**config.mk**
```make
export PLATFORM = sky130hd
export DESIGN_NAME = link_frame_rx
export DESIGN_NICKNAME = d
export VERILOG_FILES = /design/src/rtl/link_frame_rx.sv
export SDC_FILE = /design/constraint.sdc
export NUM_CORES = 1
export LEC_CHECK = 0
export ABC_AREA = 1
export CORE_ASPECT_RATIO = 0.8
export CORE_MARGIN = 2
export CORE_UTILIZATION = 55
export DETAILED_ROUTE_END_ITERATION = 10
export GPL_TIMING_DRIVEN = 0
export PLACE_DENSITY = 0.8
export SLEW_MARGIN = 15
export SYNTH_ARGS = -nofsm -noshare
export SYNTH_HDL_FRONTEND = slang
export SYNTH_SLANG_ARGS = --single-unit
export TNS_END_PERCENT = 100
```
**constraint.sdc**
```tcl
create_clock -name clk -period 2.15 [get_ports clk]
set_input_delay 0.43 -clock clk [delete_from_list [all_inputs] [get_ports clk]]
set_output_delay 0.43 -clock clk [all_outputs]
set_load 0.01 [all_outputs]
```
**src/rtl/link_frame_rx.sv**
```systemverilog
// Receive-side framer for the inter-board pong link.
// Assembles HEADER, D0..D3, CHK byte frames from the UART receiver into
// checked 32-bit state words and tracks link health in game-frame ticks.
module link_frame_rx #(
    parameter logic [7:0]  HEADER       = 8'hA5,
    parameter int unsigned BYTE_TIMEOUT = 50000,
    parameter int unsigned LINK_TIMEOUT = 4
) (
    input  logic        clk,
    input  logic        rst,
    input  logic        timing_tick,
    input  logic [7:0]  rx_data,
    input  logic        rx_valid,
    output logic [31:0] frame,
    output logic        frame_valid,
    output logic        frame_err,
    output logic [7:0]  err_count,
    output logic        link_up
);

    localparam int TMO_W  = $clog2(BYTE_TIMEOUT + 1);
    localparam int LINK_W = $clog2(LINK_TIMEOUT + 1);
    localparam logic [TMO_W-1:0]  TMO_LIMIT  = TMO_W'(BYTE_TIMEOUT);
    localparam logic [LINK_W-1:0] LINK_LIMIT = LINK_W'(LINK_TIMEOUT);

    typedef enum logic [1:0] {
        HUNT  = 2'd0,
        DATA  = 2'd1,
        CHECK = 2'd2
    } state_t;

    state_t             state_q, state_d;
    logic [1:0]         idx_q, idx_d;
    logic [31:0]        shift_q, shift_d;
    logic [7:0]         xor_q, xor_d;
    logic [TMO_W-1:0]   tmo_q, tmo_d;
    logic [TMO_W-1:0]   tmo_inc;
    logic [31:0]        frame_q, frame_d;
    logic               valid_q, valid_d;
    logic               err_q, err_d;
    logic [7:0]         err_count_q, err_count_d;
    logic [LINK_W-1:0]  link_q, link_d;

    logic               tmo_expire;
    logic               chk_byte;
    logic               chk_ok;
    logic               accept;
    logic               reject;

    // Frame-level events shared by the next-state and output logic.
    // A byte arriving in the expiry cycle wins, so expiry requires !rx_valid.
    assign tmo_inc    = tmo_q + TMO_W'(1);
    assign tmo_expire = (state_q != HUNT) && !rx_valid && (tmo_inc == TMO_LIMIT);
    assign chk_byte   = (state_q == CHECK) && rx_valid;
    assign chk_ok     = (rx_data == xor_q) && shift_q[0];
    assign accept     = chk_byte && chk_ok;
    assign reject     = (chk_byte && !chk_ok) || tmo_expire;

    // State register.
    always_ff @(posedge clk) begin
        // NOTE: non-blocking assignments keep every register sampling pre-edge values.
        if (rst) begin
            state_q <= HUNT;
        end else begin
            state_q <= state_d;
        end
    end

    // Next-state logic: hunt for HEADER, collect four data bytes, test CHK.
    always_comb begin
        // NOTE: default first so no path leaves state_d unassigned (no latch).
        state_d = state_q;
        unique case (state_q)
            HUNT: begin
                if (rx_valid && (rx_data == HEADER)) state_d = DATA;
            end
            DATA: begin
                if (rx_valid && (idx_q == 2'd3)) state_d = CHECK;
                else if (tmo_expire)             state_d = HUNT;
            end
            CHECK: begin
                // The CHK byte always returns to HUNT, never counts as a header.
                if (rx_valid || tmo_expire) state_d = HUNT;
            end
            default: state_d = HUNT;
        endcase
    end

    // Datapath and output next values: byte capture, running XOR,
    // inter-byte timer, accepted word, pulses, error count and link timer.
    always_comb begin
        idx_d       = idx_q;
        shift_d     = shift_q;
        xor_d       = xor_q;
        tmo_d       = tmo_q;
        frame_d     = frame_q;
        valid_d     = accept;
        err_d       = reject;
        err_count_d = err_count_q;
        link_d      = link_q;

        if (state_q == HUNT) begin
            idx_d = 2'd0;
            xor_d = 8'h00;
            tmo_d = '0;
        end else begin
            tmo_d = rx_valid ? '0 : tmo_inc;
        end

        if ((state_q == DATA) && rx_valid) begin
            shift_d[{idx_q, 3'b000} +: 8] = rx_data;
            xor_d = xor_q ^ rx_data;
            idx_d = idx_q + 2'd1;
        end

        if (accept) begin
            frame_d = shift_q;
        end

        if (reject && (err_count_q != 8'hFF)) begin
            err_count_d = err_count_q + 8'd1;
        end

        // A good frame reloads the timer even when a tick lands in the same cycle.
        if (accept) begin
            link_d = '0;
        end else if (timing_tick && (link_q != LINK_LIMIT)) begin
            link_d = link_q + LINK_W'(1);
        end
    end

    // Datapath and output registers; a reset drops any partial frame silently.
    always_ff @(posedge clk) begin
        if (rst) begin
            idx_q       <= 2'd0;
            shift_q     <= 32'h0;
            xor_q       <= 8'h00;
            tmo_q       <= '0;
            frame_q     <= 32'h0;
            valid_q     <= 1'b0;
            err_q       <= 1'b0;
            err_count_q <= 8'h00;
            link_q      <= LINK_LIMIT;
        end else begin
            idx_q       <= idx_d;
            shift_q     <= shift_d;
            xor_q       <= xor_d;
            tmo_q       <= tmo_d;
            frame_q     <= frame_d;
            valid_q     <= valid_d;
            err_q       <= err_d;
            err_count_q <= err_count_d;
            link_q      <= link_d;
        end
    end

    assign frame       = frame_q;
    assign frame_valid = valid_q;
    assign frame_err   = err_q;
    assign err_count   = err_count_q;
    assign link_up     = (link_q < LINK_LIMIT);

endmodule

```
* After elaboration in Yosys (flattened, before gate mapping)
Cells that the tools add are included.
Storage, ports and cells: register bits after elaboration 105, input bits 12, output and inout port bits 43, logic and storage cells 65
Operators by class: add/subtract/negate cells 5, order comparisons 1, equal/unequal tests 11, shift operators 2, multiplexer cells 12, bitwise operators 1, reduce and logical (&&, ||, !) cells 22
Operators with widths (number):
- bitwise mux 32 bit | 1
- variable shift 8 x 7 -> 32 bit, first input constant | 1
- indexed part select 8 x 7 -> 32 bit | 1
- adder 16 x 1 -> 16 bit, second input constant | 1
- == test 16 bit, second input constant | 1
- 2-to-1 mux 8 bit | 2
- 2-to-1 mux 2 bit | 6
- logical AND 1 bit | 11
- adder 8 x 1 -> 8 bit, second input constant | 1
- == test 8 bit | 1
- == test 8 bit, second input constant | 1
- inequality test 8 bit, second input constant | 1
- bitwise XOR 8 bit | 1
- negation 5 -> 7 bit | 1
- 2-to-1 mux 3 bit | 2
- inequality test 3 bit, second input constant | 2
- case mux 2 bit (3 select lines) | 1
- nonzero test 2 bit | 3
- == test 2 bit, second input constant | 2
- adder 3 x 1 -> 3 bit, second input constant | 1
- less-than comparator 3 bit, second input constant | 1
- AND reduction 3 bit | 1
- OR reduction 3 bit | 1
- adder 2 x 1 -> 2 bit, second input constant | 1
- other kinds (7) | 9

* Logic depth before layout (Yosys ltp)
Gate-level depths: netlist (run 1).
depth after elaboration 6, gate-level depth with buffers 15, gate-level depth less buffers 15

* Least setup slack after synthesis (run 1)
No wires, ideal clock.
path kind flip-flop to flip-flop, from reg idx_q[0], to reg shift_q[16], library setup time 119 ps, arrival 1635 ps, required time 2031 ps, path slack 395 ps, stages on the path, launching flop included 10, buffers on the path 2, period minus slack after synthesis 1755 ps, cell sequence dfxtp_1 -> inv_1 -> clkbuf_1 -> ha_1 -> clkbuf_1 -> inv_1 -> nand2_1 -> nor2_1 -> o21ai_0 -> a21oi_1
On the way: longest elaborated chain between the ends 3, elaborated cells on any way between the ends 4, those cells by class add/sub: 1; shift: 2; mux: 1
Ends and longest elaborated chain:
- start: declaration | RTL line 33 | logic [1:0] idx_q, idx_d;
- start signal: assignment | RTL line 145 | idx_q <= idx_d;
- negation 5 -> 7 bit * | RTL line 111 | shift_d[{idx_q, 3'b000} +: 8] = rx_data;
- indexed part select 8 x 7 -> 32 bit / variable shift 8 x 7 -> 32 bit (equally long branches) | RTL line 111
- bitwise mux 32 bit * | RTL line 111
- end signal: assignment | RTL line 146 | shift_q <= shift_d;
- end: declaration | RTL line 34 | logic [31:0] shift_q, shift_d;
Mark *: on every way between the ends. The rest lies on a longest branch, timed or not. A chain may end at the register's enable or synchronous reset.

* Final worst setup path (run 1)
from in rx_data[4], to reg frame_q[22], in the netlist frame[22]
On the way: longest elaborated chain between the ends 3
Ends and longest elaborated chain:
- start: declaration | RTL line 12 | input logic [7:0] rx_data,
- == test 8 bit | RTL line 55 | assign chk_ok = (rx_data == xor_q) && shift_q[0];
- logical AND 1 bit | RTL line 55
- logical AND 1 bit | RTL line 56 | assign accept = chk_byte && chk_ok;
- end signal: assignment | RTL line 149 | frame_q <= frame_d;
- end: declaration | RTL line 38 | logic [31:0] frame_q, frame_d;
Every way passes these cells.

==> results of run 1 <==
## repair_timing
item / 4_1_cts / 5_1_grt
buffers inserted: 0 / 1
gates cloned: 0 / 1
resized for setup: 1 / 33
setup endpoints to repair: 20 / 72
pin swaps: 0 / 6
## layout by cell type, fill, tap and decap left out, types with 4 or more instances in the layout
cell type | netlist | final
sky130_fd_sc_hd__xnor2_1 | 7 | 5
sky130_fd_sc_hd__nor3_1 | 4 | 4
sky130_fd_sc_hd__dfxtp_1 | 105 | 101
sky130_fd_sc_hd__clkdlybuf4s50_1 | 0 | 51
sky130_fd_sc_hd__nand2_2 | 8 | 10
sky130_fd_sc_hd__nand2_4 | 2 | 4
sky130_fd_sc_hd__clkbuf_1 | 16 | 12
sky130_fd_sc_hd__nand4_1 | 6 | 6
sky130_fd_sc_hd__a21oi_1 | 57 | 57
sky130_fd_sc_hd__or2_2 | 4 | 4
sky130_fd_sc_hd__nand3_1 | 73 | 72
sky130_fd_sc_hd__nor2_2 | 6 | 8
sky130_fd_sc_hd__nand2_1 | 165 | 162
sky130_fd_sc_hd__o21ai_0 | 26 | 26
sky130_fd_sc_hd__clkbuf_8 | 0 | 9
sky130_fd_sc_hd__inv_1 | 38 | 37
sky130_fd_sc_hd__nor2_1 | 56 | 54
sky130_fd_sc_hd__xor2_1 | 7 | 7
sky130_fd_sc_hd__ha_1 | 9 | 8
## worst max-delay path, cell delays in order
cell and delay (ns):
sky130_fd_sc_hd__clkdlybuf4s50_1 0.52, sky130_fd_sc_hd__xor2_1 0.21, sky130_fd_sc_hd__nor3_1 0.21, sky130_fd_sc_hd__nand3_1 0.18
sky130_fd_sc_hd__inv_1 0.15, sky130_fd_sc_hd__nand2_1 0.17, sky130_fd_sc_hd__buf_2 0.26, sky130_fd_sc_hd__nand3_1 0.08
sky130_fd_sc_hd__o21ai_0 0.09
## metal layers
metal	up-vias	track usage [%]	wire length [um]
met5	-	0	0
met4	0	5.45	109
met3	12	4.22	623
met2	138	38.4	4780
met1	1968	34.6	5140
li1	2125	-	-
## kinds of logic (layout without fill, tap and decap cells)
kind of cell	count (synthesis)	in the layout	synth area share (%)
AO/OA/AOI/OAI	87	87	9.81
adder cells (fa/ha/maj)	9	9	2.49
flip-flops	105	105	46.6
XOR/XNOR	14	14	2.72
AND/OR/NAND/NOR	336	337	33.1
buffers and inverters	62	132	5.32
## power by group through the flow
| stage | clock network (uW) | registers [uW] | logic (uW) |
|---|---|---|---|
| floorplan | 0 | 1990 | 41.6 |
| global placement | 0 | 1990 | 83.2 |
| detailed placement | 0 | 1990 | 84.7 |
| CTS | 1290 | 1940 | 85.2 |
| global route | 1370 | 1940 | 95.7 |
| finish | 1280 | 1940 | 88.0 |
## sequential cells by signal, summed over array words and instances, names as in the netlist
signal / count
tmo_q: 16
state_q: 2
shift_q: 32
frame_valid: 1
idx_q: 2
err_count: 8
frame_err: 1
frame: 32
link_q: 3
xor_q: 8
## final cells by class
class                      instances  area share, %
multi-input combinational        447           40.8
sequential                       105           38.4
timing repair buffer              54           9.89
inverter                          42           2.92
tap                              108           2.46
clock buffer                       9           2.26
buffer                            20           1.69
clock inverter                     7           1.53
## through the flow
| stage | setup TNS, ns | cells | utilization, % | total power, uW |
|---|---|---|---|---|
| 2_1_floorplan | 0 | 613 | - | 2030 |
| 3_5_place_dp | -16.79 | 774 | 65.2 | 2070 |
| 5_1_grt | -0.0208 | 792 | 69.1 | 3410 |
| 4_1_cts | 0 | 790 | 67.9 | 3320 |
| 6_report | 0 | 792 | 69.1 | 3310 |
| 3_3_place_gp | -14.48 | 774 | 65.2 | 2070 |
## final timing paths
check | from | to | depth (start not counted)
hold reg to reg | shift_q[2] | frame[2] | 2
hold / removal | shift_q[2] | frame[2] | 2
setup reg to reg | tmo_q[0] | err_count[5] | 13
setup / recovery | rx_data[4] | frame[22] | 9
==> qor.txt, run 1 <==
unique cell type count in the Yosys netlist - 32
first-pass GRT wire length - 17700 um
pin count of the biggest net entering global routing - 20
Clock Root Buffer - sky130_fd_sc_hd__clkbuf_8
count leader, synth - sky130_fd_sc_hd__nand2_1
area share of the leading cell type in the synthesized netlist - 46.6%
cell area after technology mapping - 4520 um2
final standard cell area without fillers - 5490 um2
last weighted congestion value of the routability-driven placer - 0.915
Starting Density - 56.8%
maximum clock skew at final layout - 0.0160 ns
primary flip-flop cell chosen by synthesis mapping - sky130_fd_sc_hd__dfxtp_1
drt first-iter violations - 341
diode count - 0
number of synthesized flops with an enable pin - 0
final count of negative-setup-slack endpoints - 0
final critical-path share of the clock period - 95.4%
pre-CTS worst setup slack - -0.495 ns
floorplan die width - 105 um
total power per unit cell area - 603 nW/um2
internal power component - 2540 uW
Placeable Area - 7950 um2
net count after synthesis - 634
fraction of registers with async set or reset after synthesis - 0%
Post-DP Area - 5180 um2
worst hold path type - flop to flop
Yosys top cell by area - sky130_fd_sc_hd__dfxtp_1
largest fanout on the critical path - 10
Max Clk Rate - 487 MHz
top area cells in the synthesized netlist - sky130_fd_sc_hd__dfxtp_1 47%, sky130_fd_sc_hd__nand2_1 14%, sky130_fd_sc_hd__nand3_1 8.1%
Worst setup SP type - input pin
number of instances in the synthesized netlist - 613
number of buffers between clock root and the deepest sink - 2
CTS tree - yes
synth cell count leaders - 165 x sky130_fd_sc_hd__nand2_1, 105 x sky130_fd_sc_hd__dfxtp_1, 73 x sky130_fd_sc_hd__nand3_1, 57 x sky130_fd_sc_hd__a21oi_1, 56 x sky130_fd_sc_hd__nor2_1
worst hold slack - 0.450 ns
register area share after synthesis - 46.6%
final routed wirelength across all metal layers - 10700 um
Remaining Overflow, GRT - 0
Post-DP HPWL - 7930 um
Avg WL per Cell - 13.4 um
count of hold-fix buffers inserted at cts - 0
DRC violation count after routing - 0
clock power share - 38.7%
setup repair after global routing missed its margin - true
number of violations of the max-capacitance limit - 0
remaining antenna violation count - 0
clock buffers created by TritonCTS - 9
sequential share of power - 58.7%
initial antenna violation count - 0
final hold violation count - 0
number of levels in the clock H-tree - 3
Final Max Tran Viols - 0
Yosys warning total - 0
Reg clk slew, reported paths - 0.10 ns
standby leakage power - 0.00207 uW
worst slew margin relative to its limit - 59.0%
average cell area after synthesis - 7.37 um2
kind of critical path - input pin to flop
area growth from synthesis to final layout - 21.6%
# rows - 29
nets@finish - 700
number of detailed-routing iterations run before antenna repair - 5
maximum resistive drop on vdd - 0.482 mV
input/output buffers - 53
vias per std cell - 5.36
minimum setup slack among reg-to-reg paths - 0.1 ns
total number of vias - 4243
number of global-route vias before repair - 3839
total routing usage reported by global routing - 24.1%
sinks on the clock net - 105
fraction of final layout cells with drive strength greater than 1 - 10.1%
clock insertion delay at the later pin of the skew report - 0.37 ns
combinational group share of total power - 2.7%
minimum clock period - 2.05 ns
slew at the pin closest to its max-slew limit - 0.615 ns
vertical die dimension - 85.0 um
area of combinational cells with multiple inputs - 2240 um2
switch share - 23.3%
Die Area - 8960 um2
ports placed on the boundary - 55
final setup margin - 0.0986 ns
required time of the worst setup path - 2.40 ns
net switching power figure - 770 uW
nature of the critical path endpoint - flop
arrival time worst endpoint - 2.30 ns
run status - complete, no violations
number of synthesized register bits - 105
total area of sequential cells - 2110 um2
filler cell count in the final layout - 670
Power figures use the tool's default switching activity.
==> run 2, diff against run 1 <==
Settings changed: CORE_UTILIZATION 55 to 45, PLACE_DENSITY 0.8 to 0.68.
==> run 2 against run 1 <==
Flip-flop and latch count did not move. Sequential power barely moved. Power rose by 12%. Die area rose by 21%. Highest routed layer unchanged. Critical endpoint is now frame[4]. Global-route usage fell by 3.8 points.
==> qor.txt, run 2 (same netlist as run 1, synthesis figures left out) <==
Starting Density - 46.6% (was 56.8%)
worst slew margin relative to its limit - 67.2% (was 59.0%)
# rows - 32 (was 29)
most used cells in the layout excluding fill and tap cells - 163 x sky130_fd_sc_hd__nand2_1, 103 x sky130_fd_sc_hd__dfxtp_1, 72 x sky130_fd_sc_hd__nand3_1 (was 162 x sky130_fd_sc_hd__nand2_1, 101 x sky130_fd_sc_hd__dfxtp_1, 72 x sky130_fd_sc_hd__nand3_1)
vertical die dimension - 93.6 um (was 85.0 um)
Final Max Tran Viols - 0 (unchanged)
Reg clk slew, reported paths - 0.07 ns (was 0.10 ns)
final critical-path share of the clock period - 94.7% (was 95.4%)
arrival time worst endpoint - 2.27 ns (was 2.30 ns)
diode count - 0 (unchanged)
crit path capture - frame[4] (was frame[22])
final count of negative-setup-slack endpoints - 0 (unchanged)
kind of critical path - input pin to flop (unchanged)
final routed wirelength across all metal layers - 10900 um (was 10700 um)
Avg WL per Cell - 13.3 um (was 13.4 um)
Clock Root Buffer - sky130_fd_sc_hd__clkbuf_16 (was sky130_fd_sc_hd__clkbuf_8)
remaining antenna violation count - 0 (unchanged)
maximum clock skew at final layout - 0.00880 ns (was 0.0160 ns)
nature of the critical path endpoint - flop (unchanged)
pin count of the biggest net entering global routing - 17 (was 20)
reg2reg start - idx_q[0] (was tmo_q[0])
ports placed on the boundary - 55 (unchanged)
worst path bufs/invs - 3 (unchanged)
largest stage delay on the critical path - 0.62 ns (was 0.52 ns)
filler cell count in the final layout - 940 (was 670)
total power per unit cell area - 654 nW/um2 (was 603 nW/um2)
number of violations of the max-capacitance limit - 0 (unchanged)
DRC violation count after routing - 0 (unchanged)
input/output buffers - 53 (unchanged)
Max Clk Rate - 491 MHz (was 487 MHz)
clock insertion delay at the later pin of the skew report - 0.34 ns (was 0.37 ns)
maximum resistive drop on vdd - 0.419 mV (was 0.482 mV)
Die Area - 10900 um2 (was 8960 um2)
total number of vias - 4210 (was 4243)
number of placed instances, taps included - 802 (was 774)
Remaining Overflow, GRT - 0 (unchanged)
minimum setup slack among reg-to-reg paths - 0.16 ns (was 0.1 ns)
Worst setup SP type - input pin (unchanged)
worst hold slack - 0.446 ns (was 0.450 ns)
fraction of final layout cells with drive strength greater than 1 - 10.4% (was 10.1%)
Post-DP HPWL - 8070 um (was 7930 um)
overall power after layout - 3700 uW (was 3310 uW)
total routing usage reported by global routing - 20.3% (was 24.1%)
nets@finish - 701 (was 700)
Layout Utilization - 58.4% (was 69.1%)
run status - complete, no violations (unchanged)
initial antenna violation count - 0 (unchanged)
crit-path most repeated cell - sky130_fd_sc_hd__nand2_1 (was sky130_fd_sc_hd__nand3_1)
standby leakage power - 0.00212 uW (was 0.00207 uW)
minimum clock period - 2.04 ns (was 2.05 ns)
first-pass GRT wire length - 17200 um (was 17700 um)
number of buffers between clock root and the deepest sink - 2 (unchanged)
clock buffers created by TritonCTS - 9 (unchanged)
slew at the pin closest to its max-slew limit - 0.490 ns (was 0.615 ns)
critical path depth - 10 (was 9)
worst reg2reg endpoint - shift_q[6] (was err_count[5])
Critical-path top delay cell - sky130_fd_sc_hd__clkdlybuf4s50_1 (unchanged)
Placeable Area - 9690 um2 (was 7950 um2)
launching instance or port of the critical path - rx_data[3] (was rx_data[4])
number of levels in the clock H-tree - 3 (unchanged)
worst hold path type - flop to flop (unchanged)
length in cells of the worst reg-to-reg path - 8 (was 13)
vias per std cell - 5.13 (was 5.36)
floorplan die width - 116 um (was 105 um)
number of global-route vias before repair - 3680 (was 3839)
sinks on the clock net - 105 (unchanged)
area growth from synthesis to final layout - 25.3% (was 21.6%)
largest fanout on the critical path - 10 (unchanged)
ordered list of cells on the worst path - clkdlybuf4s50_1 > xnor2_2 > nand2_1 > nor2_1 > nand3_1 > inv_1 > nand2_1 > buf_2 > nand3_1 > nand2_1 (was clkdlybuf4s50_1 > xor2_1 > nor3_1 > nand3_1 > inv_1 > nand2_1 > buf_2 > nand3_1 > o21ai_0)
Worst Hold Path Cells - 2 (unchanged)
crit-path leading delay family - buffers and inverters (unchanged)
drt first-iter violations - 268 (was 341)
number of detailed-routing iterations run before antenna repair - 5 (unchanged)
last weighted congestion value of the routability-driven placer - 0.897 (was 0.915)
Cell Count, Final, Fillers Out - 821 (was 792)
count of hold-fix buffers inserted at cts - 0 (unchanged)
required time of the worst setup path - 2.38 ns (was 2.40 ns)
most frequent standard cell in the layout excluding fill and tap cells - sky130_fd_sc_hd__nand2_1 (unchanged)
CTS tree - yes (unchanged)
final hold violation count - 0 (unchanged)
-- run 2: cell count changes in the layout (fill, tap and decap cells not counted), moves of 2 or more --
cell and change:
sky130_fd_sc_hd__buf_4 +4, sky130_fd_sc_hd__clkbuf_16 +9, sky130_fd_sc_hd__nand2_4 -2, sky130_fd_sc_hd__inv_8 -2
sky130_fd_sc_hd__dfxtp_1 +2, sky130_fd_sc_hd__clkinvlp_4 +2, sky130_fd_sc_hd__inv_6 -2, sky130_fd_sc_hd__clkinv_1 -2
sky130_fd_sc_hd__clkbuf_8 -7
-- run 2: worst min path at each step --
stage | endpoint | start | slack [ns]
global route | frame[30] | shift_q[30] | 0.47
floorplan | frame[1] | shift_q[1] | 0.41
finish | frame[5] | shift_q[5] | 0.45
global placement | frame[6] | shift_q[6] | 0.43
CTS | frame[5] | shift_q[5] | 0.45
detailed placement | frame[6] | shift_q[6] | 0.43
-- run 2: power breakdown --
part / internal, uW / switching (uW)
Sequential: 1940 / 0.147
Combinational: 32.7 / 59.7
Clock: 967 / 697
Total: 2940 / 757
-- run 2: per-layer routing --
metal	routed length, um	global-route usage [%]	up-vias
met5	0	0	-
met4	110	5.36	0
met3	643	4.28	12
met2	4710	30.8	114
met1	5470	29.4	1952
li1	-	-	2132
-- run 2: worst register-to-register path: stages, from the launching register on --
cell,delay (ns)
sky130_fd_sc_hd__dfxtp_1,0.34
sky130_fd_sc_hd__inv_1,0.09
sky130_fd_sc_hd__clkbuf_2,0.25
sky130_fd_sc_hd__ha_1,0.19
sky130_fd_sc_hd__inv_1,0.04
sky130_fd_sc_hd__nor2_1,0.37
sky130_fd_sc_hd__clkbuf_1,0.40
sky130_fd_sc_hd__o21ai_0,0.14
sky130_fd_sc_hd__a21oi_1,0.12
-- run 2: area by class of cell --
type | count | area, um2 | area share (%)
multi-input combinational | 447 | 2260 | 39.9
sequential | 105 | 2100 | 37.2
timing repair buffer | 56 | 561 | 9.91
clock buffer | 12 | 256 | 4.53
tap | 136 | 170 | 3.01
inverter | 42 | 168 | 2.96
buffer | 19 | 92.6 | 1.64
clock inverter | 4 | 48.8 | 0.863
-- run 2: what timing repair did --
action | in CTS | in global routing
setup endpoints to repair | 22 | 63
pin swaps | 0 | 5
cloned | 0 | 1
gates resized for setup | 6 | 30
buffers inserted | 0 | 3
-- run 2: through the flow --
step                      area (um2)  setup WS [ns]  TNS, ns
after floorplan                 4520          0.395        0
after detailed placement        5220         -0.540   -20.08
after CTS                       5540         0.0143        0
after global routing            5660        -0.0130  -0.0146
after global placement          5220         -0.522   -19.08
final                           5660          0.115        0
